<file path="src/rtl/sevenseg_pkg.sv">
// Shared seven-segment definitions, common with the digit-to-segment encoder.
// Patterns are active high in abc_defg order (bit 6 = a, bit 0 = g).
package sevenseg_pkg;

   localparam int SEG_W = 7;
   localparam logic [3:0] BCD_INVALID = 4'hF;

   localparam logic [SEG_W-1:0] SEG_0 = 7'b1111110;
   localparam logic [SEG_W-1:0] SEG_1 = 7'b0110000;
   localparam logic [SEG_W-1:0] SEG_2 = 7'b1101101;
   localparam logic [SEG_W-1:0] SEG_3 = 7'b1111001;
   localparam logic [SEG_W-1:0] SEG_4 = 7'b0110011;
   localparam logic [SEG_W-1:0] SEG_5 = 7'b1011011;
   localparam logic [SEG_W-1:0] SEG_6 = 7'b1011111;
   localparam logic [SEG_W-1:0] SEG_7 = 7'b1110000;
   localparam logic [SEG_W-1:0] SEG_8 = 7'b1111111;
   localparam logic [SEG_W-1:0] SEG_9 = 7'b1111011;

   typedef enum logic [1:0] {
      WAIT  = 2'd0,
      COUNT = 2'd1,
      HELD  = 2'd2
   } stab_state_t;

endpackage

</file>
<file path="src/rtl/sevenseg_decode.sv">
// Combinational segment-pattern to BCD decoder; exact matches only.
module sevenseg_decode
   import sevenseg_pkg::*;
(
   input  logic [SEG_W-1:0] segments,
   output logic [3:0]       digit,
   output logic             err
);

   always_comb begin
      err = 1'b0;
      unique case (segments)
         SEG_0:   digit = 4'd0;
         SEG_1:   digit = 4'd1;
         SEG_2:   digit = 4'd2;
         SEG_3:   digit = 4'd3;
         SEG_4:   digit = 4'd4;
         SEG_5:   digit = 4'd5;
         SEG_6:   digit = 4'd6;
         SEG_7:   digit = 4'd7;
         SEG_8:   digit = 4'd8;
         SEG_9:   digit = 4'd9;
         default: begin
            digit = BCD_INVALID;
            err   = 1'b1;
         end
      endcase
   end

endmodule

</file>
<file path="src/rtl/sevenseg_capture.sv">
// Captures a multiplexed seven-segment bus back into BCD digits, waiting for
// each digit to be stable, and emits complete frames with a one-cycle strobe.
module sevenseg_capture
   import sevenseg_pkg::*;
#(
   parameter int DIGITS        = 4,
   parameter int STABLE_CYCLES = 8
) (
   input  logic                  clk,
   input  logic                  rst_n,
   input  logic [SEG_W-1:0]      segments,
   input  logic [DIGITS-1:0]     digit_sel,
   output logic [4*DIGITS-1:0]   value,
   output logic                  valid,
   output logic                  frame_err
);

   localparam int SW = DIGITS + SEG_W;
   localparam int CW = $clog2(STABLE_CYCLES);
   localparam logic [CW-1:0] CNT_LAST = CW'(STABLE_CYCLES - 2);

   logic [SW-1:0]         samp;
   logic [CW-1:0]         cnt;
   stab_state_t           state;
   logic [4*DIGITS-1:0]   slots, slots_next;
   logic [DIGITS-1:0]     errs, errs_next;
   logic [DIGITS-1:0]     captured, cap_next;
   logic [3:0]            dec_digit;
   logic                  dec_err;
   logic                  same, one_hot, write, frame_done;

   sevenseg_decode u_decode (
      .segments (segments),
      .digit    (dec_digit),
      .err      (dec_err)
   );

   assign same    = ({digit_sel, segments} == samp);
   assign one_hot = $onehot(digit_sel);
   // cnt sits at STABLE_CYCLES-2 on the edge before acceptance, so the write
   // lands on the edge where cnt becomes STABLE_CYCLES-1.
   assign write   = same && one_hot && (state != HELD) && (cnt == CNT_LAST);

   always_comb begin
      slots_next = slots;
      for (int unsigned i = 0; i < DIGITS; i++) begin
         if (digit_sel[i]) slots_next[4*i +: 4] = dec_digit;
      end
      errs_next  = (errs & ~digit_sel) | (dec_err ? digit_sel : '0);
      cap_next   = captured | digit_sel;
      frame_done = write && (&cap_next);
   end

   always_ff @(posedge clk or negedge rst_n) begin
      if (!rst_n) begin
         samp      <= '0;
         cnt       <= '0;
         state     <= WAIT;
         slots     <= '0;
         errs      <= '0;
         captured  <= '0;
         value     <= '0;
         valid     <= 1'b0;
         frame_err <= 1'b0;
      end else begin
         samp  <= {digit_sel, segments};
         valid <= 1'b0;

         if (!same || !one_hot) begin
            state <= WAIT;
            cnt   <= '0;
         end else if (state != HELD) begin
            state <= (cnt == CNT_LAST) ? HELD : COUNT;
            cnt   <= cnt + 1'b1;
         end

         if (write) begin
            slots <= slots_next;
            if (frame_done) begin
               value     <= slots_next;
               frame_err <= |errs_next;
               valid     <= 1'b1;
               captured  <= '0;
               errs      <= '0;
            end else begin
               captured  <= cap_next;
               errs      <= errs_next;
            end
         end
      end
   end

endmodule
</file>
<file path="config.mk">
export PLATFORM = sky130hd
export DESIGN_NAME = sevenseg_capture
export DESIGN_NICKNAME = d
export VERILOG_FILES = /design/src/rtl/sevenseg_pkg.sv /design/src/rtl/sevenseg_decode.sv /design/src/rtl/sevenseg_capture.sv
export SDC_FILE = /design/constraint.sdc
export NUM_CORES = 1
export LEC_CHECK = 0
export CAP_MARGIN = 20
export CORE_MARGIN = 2
export CORE_UTILIZATION = 57
export CTS_CLUSTER_DIAMETER = 80
export DETAILED_ROUTE_END_ITERATION = 7
export PLACE_DENSITY_LB_ADDON = 0.05
export SETUP_SLACK_MARGIN = 0.02
export SLEW_MARGIN = 20
export SYNTH_ARGS = -nofsm -noshare
export SYNTH_HDL_FRONTEND = slang
export SYNTH_HIERARCHICAL = 1
export SYNTH_SLANG_ARGS = --single-unit
</file>
<file path="constraint.sdc">
create_clock -name clk -period 2.1 [get_ports clk]
set_input_delay 0.42 -clock clk [delete_from_list [all_inputs] [get_ports clk]]
set_output_delay 0.42 -clock clk [all_outputs]
set_load 0.02 [all_outputs]
</file>
==> results.md, run 1 <==
- Status: finished, violations left
- Failing checks: setup timing
- Vias post-DR: 2278
- Cells after Synth: 245
- Crit Path Max Fanout: 6
- Max_cap viols: 0
- Share of layout cells above drive strength 1: 44.0%
- Async S/R FF share, synth: 100%
- Core Box Area: a little over 5000 um2
- Critical path's most frequent cell: buf_8
- Antenna cell count: 0
- Rows: 26
- CP endpoint kind: flop
- First-pass GRT wire length: 11800 um
- Final #Nets: 354
- Cells along the critical path: buf_8, inv_4, fa_1, inv_1, ha_2, ha_4, or3b_4, nor4_4, and4_4, buf_8, mux2_4
- CP Data Required Time: 2.33 ns
- Htree depth: 3
- Setup ws final: -0.550 ns
- Xor and xnor area share after synthesis: 4.26%
- Vias in the first global route: approximately 2400
- Top Ports: 31
- DR iter-0 viols: between 100 and 150
- Synth warn: 6
- Detailed Routing Iterations Pass 1: 4
- Compound-Gate Fraction of Synth Area: 7.95%
- Initial antenna violation count: 0
- Avg WL per Cell: 17.2 um
- Fill count: 315
- Largest family of logic cells by synthesized area: multiplexers
- Post-Syn Area: 3050 um2
- TritonCTS clock tree: built
- Period Utilization, post-route: 126%
- Most frequent cells in the layout: 58 x dfrtp_1, 44 x buf_4, 32 x mux2_2
- Die area: 5960 um2
- Drt total wl: roughly 7100 um
- Synth Area in Simple Gates: 13.4%
- Final Critical Period: 2.65 ns
- Die extent in x: 77.2 um
- Mux share of post-synthesis cell area: 19.9%
- DR vias/cell: 5.54
- Register area share after synthesis: 47.5%
- Syn_nets: roughly 260
- GRT Total Usage: 26.0%
- Slew Viols, Final: 0
- Post-synth EDFFs: 0
- Final hold violation count: 0
- Synth top area cells: dfrtp_1 48%, mux2_2 12%, mux2_4 7.4%
- Crit Path Class: input port to flop
- End-of-flow core utilization: between 80% and 90%
- CTS Buffer Depth: 2
- DP Area: 3770 um2
- Syn avg cell area: 12.5 um2
- # clock sinks: 58
- Clock Latency Late Sink: 0.35 ns
- Slowest CP cell: fa_1
- Slew headroom: 57.6%
- Startpoint Class: input port
- Area growth, synth to finish: 35.9%
- Post-DP HPWL: 4640 um
- Synth area leader: dfrtp_1
- Synth Flop Type: dfrtp_1
- Grt ovf: 0
- Endpoints failing setup: 46
- Delay-heaviest family, CP: adder cells
- Critical Path AT: 2.88 ns
- DIE HEIGHT: between 70 and 80 um
- RSZ-0062 raised after global routing: yes
- Adder-cell share of the synthesized area: 2.30%
- PortBufs: 30
- Worst Tran Pin Value: 0.631 ns
- Total Power: about 0.0025 W
- P per Cell Area: 596 nW/um2
- Leak: 1.98 nW
- Final Instance Area: 4150 um2
- Worst Skew: about 0.010 ns
- Cells after DPL: 384
- Post-synthesis cell type count: 44
- #FFs+latches synth: 58
- Drt drc: 0
- Post-route ant nets: 0
- Hold WC Path Type: input port to async pin
- Most common cell after layout, fill and taps aside: dfrtp_1
- Top cell type's share of synthesized area: between 40 and 50%
- Final GP Congestion: roughly 0.89
- CTS Buf Count: 9
- Max IR drop VDD: 0.000386 V
- Clock transition at path regs: 0.07 ns
- Fmax: between 0.3 and 0.4 GHz
- Max stage delay on crit path: 0.54 ns
- Worst Path Buf+Inv: 4
- Clock Root Buffer: clkbuf_8
- Largest net degree at the start of global routing: 59
- Initial Utilization: 59.4%
- Finished Layout Cells: between 400 and 500
-- metrics by stage --
stage                     setup TNS, ns  worst slack [ns]  hold WS [ns]
after global placement           -58.15             -1.36         0.445
after floorplan                  -38.85             -1.03         0.124
after global routing             -22.49            -0.584        0.0986
final                            -19.81            -0.550        0.0748
after detailed placement         -58.69             -1.39         0.447
after CTS                        -17.28            -0.503        0.0833
-- area by class of cell --
| type | count | area, um2 | share of cell area (%) |
|---|---|---|---|
| clock buffer | 10 | 138 | 3.32 |
| clock inverter | 6 | 66.3 | 1.60 |
| inverter | 13 | 53.8 | 1.30 |
| multi-input combinational | 164 | 1500 | 36.2 |
| sequential | 58 | 1450 | 35.0 |
| tap | 70 | 87.6 | 2.11 |
| timing repair buffer | 90 | 851 | 20.5 |
-- what timing repair did --
item                                    CTS  global route
cloned                                    1             0
pin swaps                                 8             5
endpoints found under the setup margin   47            46
gates resized for setup                  32             7
buffers inserted                          6             5
hold buffers                              0             0
-- layer usage --
metal	up-vias	global-route usage, %	share of wire (%)	wire [um]
met4	0	8.57	2.1	147
met2	63	40.3	47	3350
met1	1130	35.7	45	3200
met3	15	6.71	5.3	375
li1	1070	-	-	-
met5	-	0	0	0
-- logic make-up (layout without fill, tap and decap cells) --
family / Yosys count / in the layout
and+or+nand+nor: 63 / 63
muxes: 49 / 49
xor gates and xnor gates: 14 / 14
buffers and inverters: 23 / 119
adders and majority gates: 5 / 5
AOI/OAI and AO/OA: 33 / 33
DFF: 58 / 58
-- cells in the mapped netlist (all sizes together) (2+ instances only) --
cell type,instances
dfrtp,58
mux2,48
inv,13
nor2,12
xor2,12
a21oi,10
nand2,10
nand4,9
buf,7
nor4,6
nand2b,5
o21ai,5
a2111oi,4
a21o,4
a41o,4
ha,4
clkbuf,3
nand3,3
nor2b,3
nor3,3
and3,2
nor3b,2
o22a,2
xnor2,2
-- where the power goes --
part / total [W] / switching, W / internal [W]
clock: 0.00105 / 0.000473 / 0.000579
sequential: 0.00113 / 0.00000493 / 0.00113
combinational: 0.000288 / 0.000148 / 0.000140
-- path summary, 6_finish.rpt --
kind,from,end,slack (ns),depth (start not counted)
max,digit_sel[3],value[5]$_DFFE_PN0P_,-0.55,11
min,rst_n,samp[9]$_DFF_PN0_,0.07,2
max reg2reg,cnt[0]$_DFFE_PN0P_,value[5]$_DFFE_PN0P_,0.10,7
min reg2reg,errs[3]$_DFFE_PN0P_,errs[3]$_DFFE_PN0P_,0.49,1
max in group asynchronous,rst_n,slots[2]$_DFFE_PN0P_,1.77,2
min in group clk,digit_sel[0],samp[7]$_DFF_PN0_,0.39,2
-- registers in the layout, indices dropped and copies added (netlist names) --
register   flops
samp          11
captured       4
valid          1
errs           4
state          2
frame_err      1
value         16
slots         16
cnt            3
-- worst reg2reg max path, cell delays in order, from the launching register on --
cell,delay (ns)
dfrtp_1,0.38
inv_1,0.10
ha_1,0.15
nand2_1,0.08
nor4bb_1,0.34
and4_4,0.38
buf_8,0.16
mux2_4,0.30
(Power assumes the default switching activity.)
==> run 2, diff against run 1 <==
--- a/config.mk
+++ b/config.mk
@@ -10,7 +10,7 @@
 export CORE_UTILIZATION = 57
 export CTS_CLUSTER_DIAMETER = 80
 export DETAILED_ROUTE_END_ITERATION = 7
-export PLACE_DENSITY_LB_ADDON = 0.05
+export PLACE_DENSITY = 0.85
 export SETUP_SLACK_MARGIN = 0.02
 export SLEW_MARGIN = 20
 export SYNTH_ARGS = -nofsm -noshare
==> results.md, run 2 (synthesized netlist as in run 1, its figures left out) <==
- Largest net degree at the start of global routing: 59 (unchanged)
- Endpoints failing setup: 46 (unchanged)
- DR vias/cell: 5.66 (was 5.54)
- Clock Root Buffer: clkbuf_8 (unchanged)
- Crit Path Class: input port to flop (unchanged)
- Share of layout cells above drive strength 1: 44.5% (was 44.0%)
- Die extent in x: 77.2 um (unchanged)
- PortBufs: 30 (unchanged)
- Crit. Startpoint: digit_sel[3] (unchanged)
- Failing checks: setup timing (unchanged)
- Most frequent cells in the layout: 58 x dfrtp_1, 42 x buf_4, 32 x mux2_2 (was 58 x dfrtp_1, 44 x buf_4, 32 x mux2_2)
- Clock Latency Late Sink: 0.34 ns (was 0.35 ns)
- Initial Utilization: 59.4% (unchanged)
- CP endpoint kind: flop (unchanged)
- Status: finished, violations left (unchanged)
- First-pass GRT wire length: 12000 um (was 11800 um)
- Drt drc: 0 (unchanged)
- Period Utilization, post-route: 125% (was 126%)
- CTS Buffer Depth: 2 (unchanged)
- CTS Buf Count: 9 (unchanged)
- Startpoint Class: input port (unchanged)
- Final GP Congestion: 0.864 (was 0.894)
- Largest regs: slots: 16 flops, value: 16 flops, samp: 11 flops (unchanged)
- Vias post-DR: 2304 (was 2278)
- Origin of the critical flop-to-flop path: cnt[0]$_DFFE_PN0P_ (unchanged)
- TritonCTS clock tree: built (unchanged)
- Final Critical Period: 2.62 ns (was 2.65 ns)
- Detailed Routing Iterations Pass 1: 5 (was 4)
- Finished Layout Cells: 407 (was 411)
- Antenna cell count: 0 (unchanged)
- Final #Nets: 350 (was 354)
- Critical Path AT: 2.85 ns (was 2.88 ns)
- DR iter-0 viols: 217 (was 133)
- Drt total wl: 7430 um (was 7070 um)
- Rows: 26 (unchanged)
- Fill count: 300 (was 315)
- Max_cap viols: 0 (unchanged)
- GRT Total Usage: 26.6% (was 26.0%)
- RSZ-0062 raised after global routing: yes (unchanged)
- DIE HEIGHT: 77.2 um (unchanged)
- Fmax: 0.381 GHz (was 0.377 GHz)
- Worst Tran Pin Value: 0.650 ns (was 0.631 ns)
- P per Cell Area: 619 nW/um2 (was 596 nW/um2)
- Post-route ant nets: 0 (unchanged)
- Cts hold-fix bufs: 0 (unchanged)
- Max IR drop VDD: 0.000438 V (was 0.000386 V)
- Hold WC Path Type: input port to async pin (unchanged)
- Most common cell after layout, fill and taps aside: dfrtp_1 (unchanged)
- Slew headroom: 56.4% (was 57.6%)
- Worst Skew: 0.00358 ns (was 0.0105 ns)
- Crit Path Max Fanout: 8 (was 6)
- Setup WS pre-CTS: -1.41 ns (was -1.39 ns)
- Leak: 1.97 nW (was 1.98 nW)
- Post-DP HPWL: 4670 um (was 4640 um)
- Core Box Area: 5140 um2 (unchanged)
- Area growth, synth to finish: 35.5% (was 35.9%)
- Final hold violation count: 0 (unchanged)
- Grt ovf: 0 (unchanged)
- Slew Viols, Final: 0 (unchanged)
- Htree depth: 3 (unchanged)
- Die area: 5960 um2 (unchanged)
- # clock sinks: 58 (unchanged)
- Top Ports: 31 (unchanged)
- Avg WL per Cell: 18.3 um (was 17.2 um)
- Initial antenna violation count: 0 (unchanged)
- Final Instance Area: 4140 um2 (was 4150 um2)
- DP Area: 3740 um2 (was 3770 um2)
- Clock transition at path regs: 0.07 ns (about the same)
- Cells after DPL: 380 (was 384)
- CP Data Required Time: 2.33 ns (about the same)
- Vias in the first global route: 2347 (was 2362)
- Setup ws final: -0.522 ns (was -0.550 ns)
-- run 2: path summary, 6_finish.rpt --
path	slack [ns]	cells past startpoint	end
max in group asynchronous	1.78	2	slots[14]$_DFFE_PN0P_
min reg2reg	0.48	1	errs[1]$_DFFE_PN0P_
min	0.07	2	samp[3]$_DFF_PN0_
max	-0.52	11	value[3]$_DFFE_PN0P_
max reg2reg	0.19	7	value[3]$_DFFE_PN0P_
min in group clk	0.38	2	samp[10]$_DFF_PN0_
-- run 2: final cells by class --
class / count / area [um2] / share of cell area [%]
flip-flops and latches: 58 / 1450 / 35.1
repair buffers: 86 / 810 / 19.6
multi-input cells: 164 / 1520 / 36.7
well taps: 70 / 87.6 / 2.12
clock inverters: 7 / 93.8 / 2.27
inverters: 13 / 53.8 / 1.30
clock buffers: 9 / 124 / 2.99
-- run 2: routing by layer --
| metal | wire length, um | part of all wire (%) | global-route usage [%] |
|---|---|---|---|
| met1 | 3180 | 43 | 34.8 |
| met2 | 3670 | 49 | 42.3 |
| met3 | 318 | 4.3 | 4.24 |
| met4 | 256 | 3.4 | 14.6 |
| met5 | 0 | 0 | 0 |
-- run 2: per-stage QoR --
stage               hold WS, ns  power [W]  setup TNS [ns]  util [%]
floorplan                 0.124    0.00129          -38.85         -
global placement          0.438    0.00141          -57.69      72.7
detailed placement        0.432    0.00142          -59.70      72.7
CTS                      0.0732    0.00256          -17.73      79.8
global route              0.104    0.00264          -23.07      80.5
finish                   0.0690    0.00256          -19.40      80.5
-- run 2: power by group --
part           switching (W)  internal, W
registers         0.00000597      0.00113
logic               0.000152     0.000138
clock network       0.000472     0.000664
-- run 2: worst max-delay path: stages --
cell    delay [ns]
buf_8         0.08
inv_4         0.03
fa_1          0.52
inv_1         0.04
ha_2          0.17
ha_4          0.20
or3b_4        0.40
nor4_4        0.17
and4_4        0.34
buf_12        0.15
mux2_4        0.31
-- run 2: what timing repair did --
action | 4_1_cts | 5_1_grt
pin swaps | 9 | 4
setup buffers | 8 | 2
gates resized for setup | 33 | 5
cloned | 1 | 0
setup endpoints to repair | 47 | 47
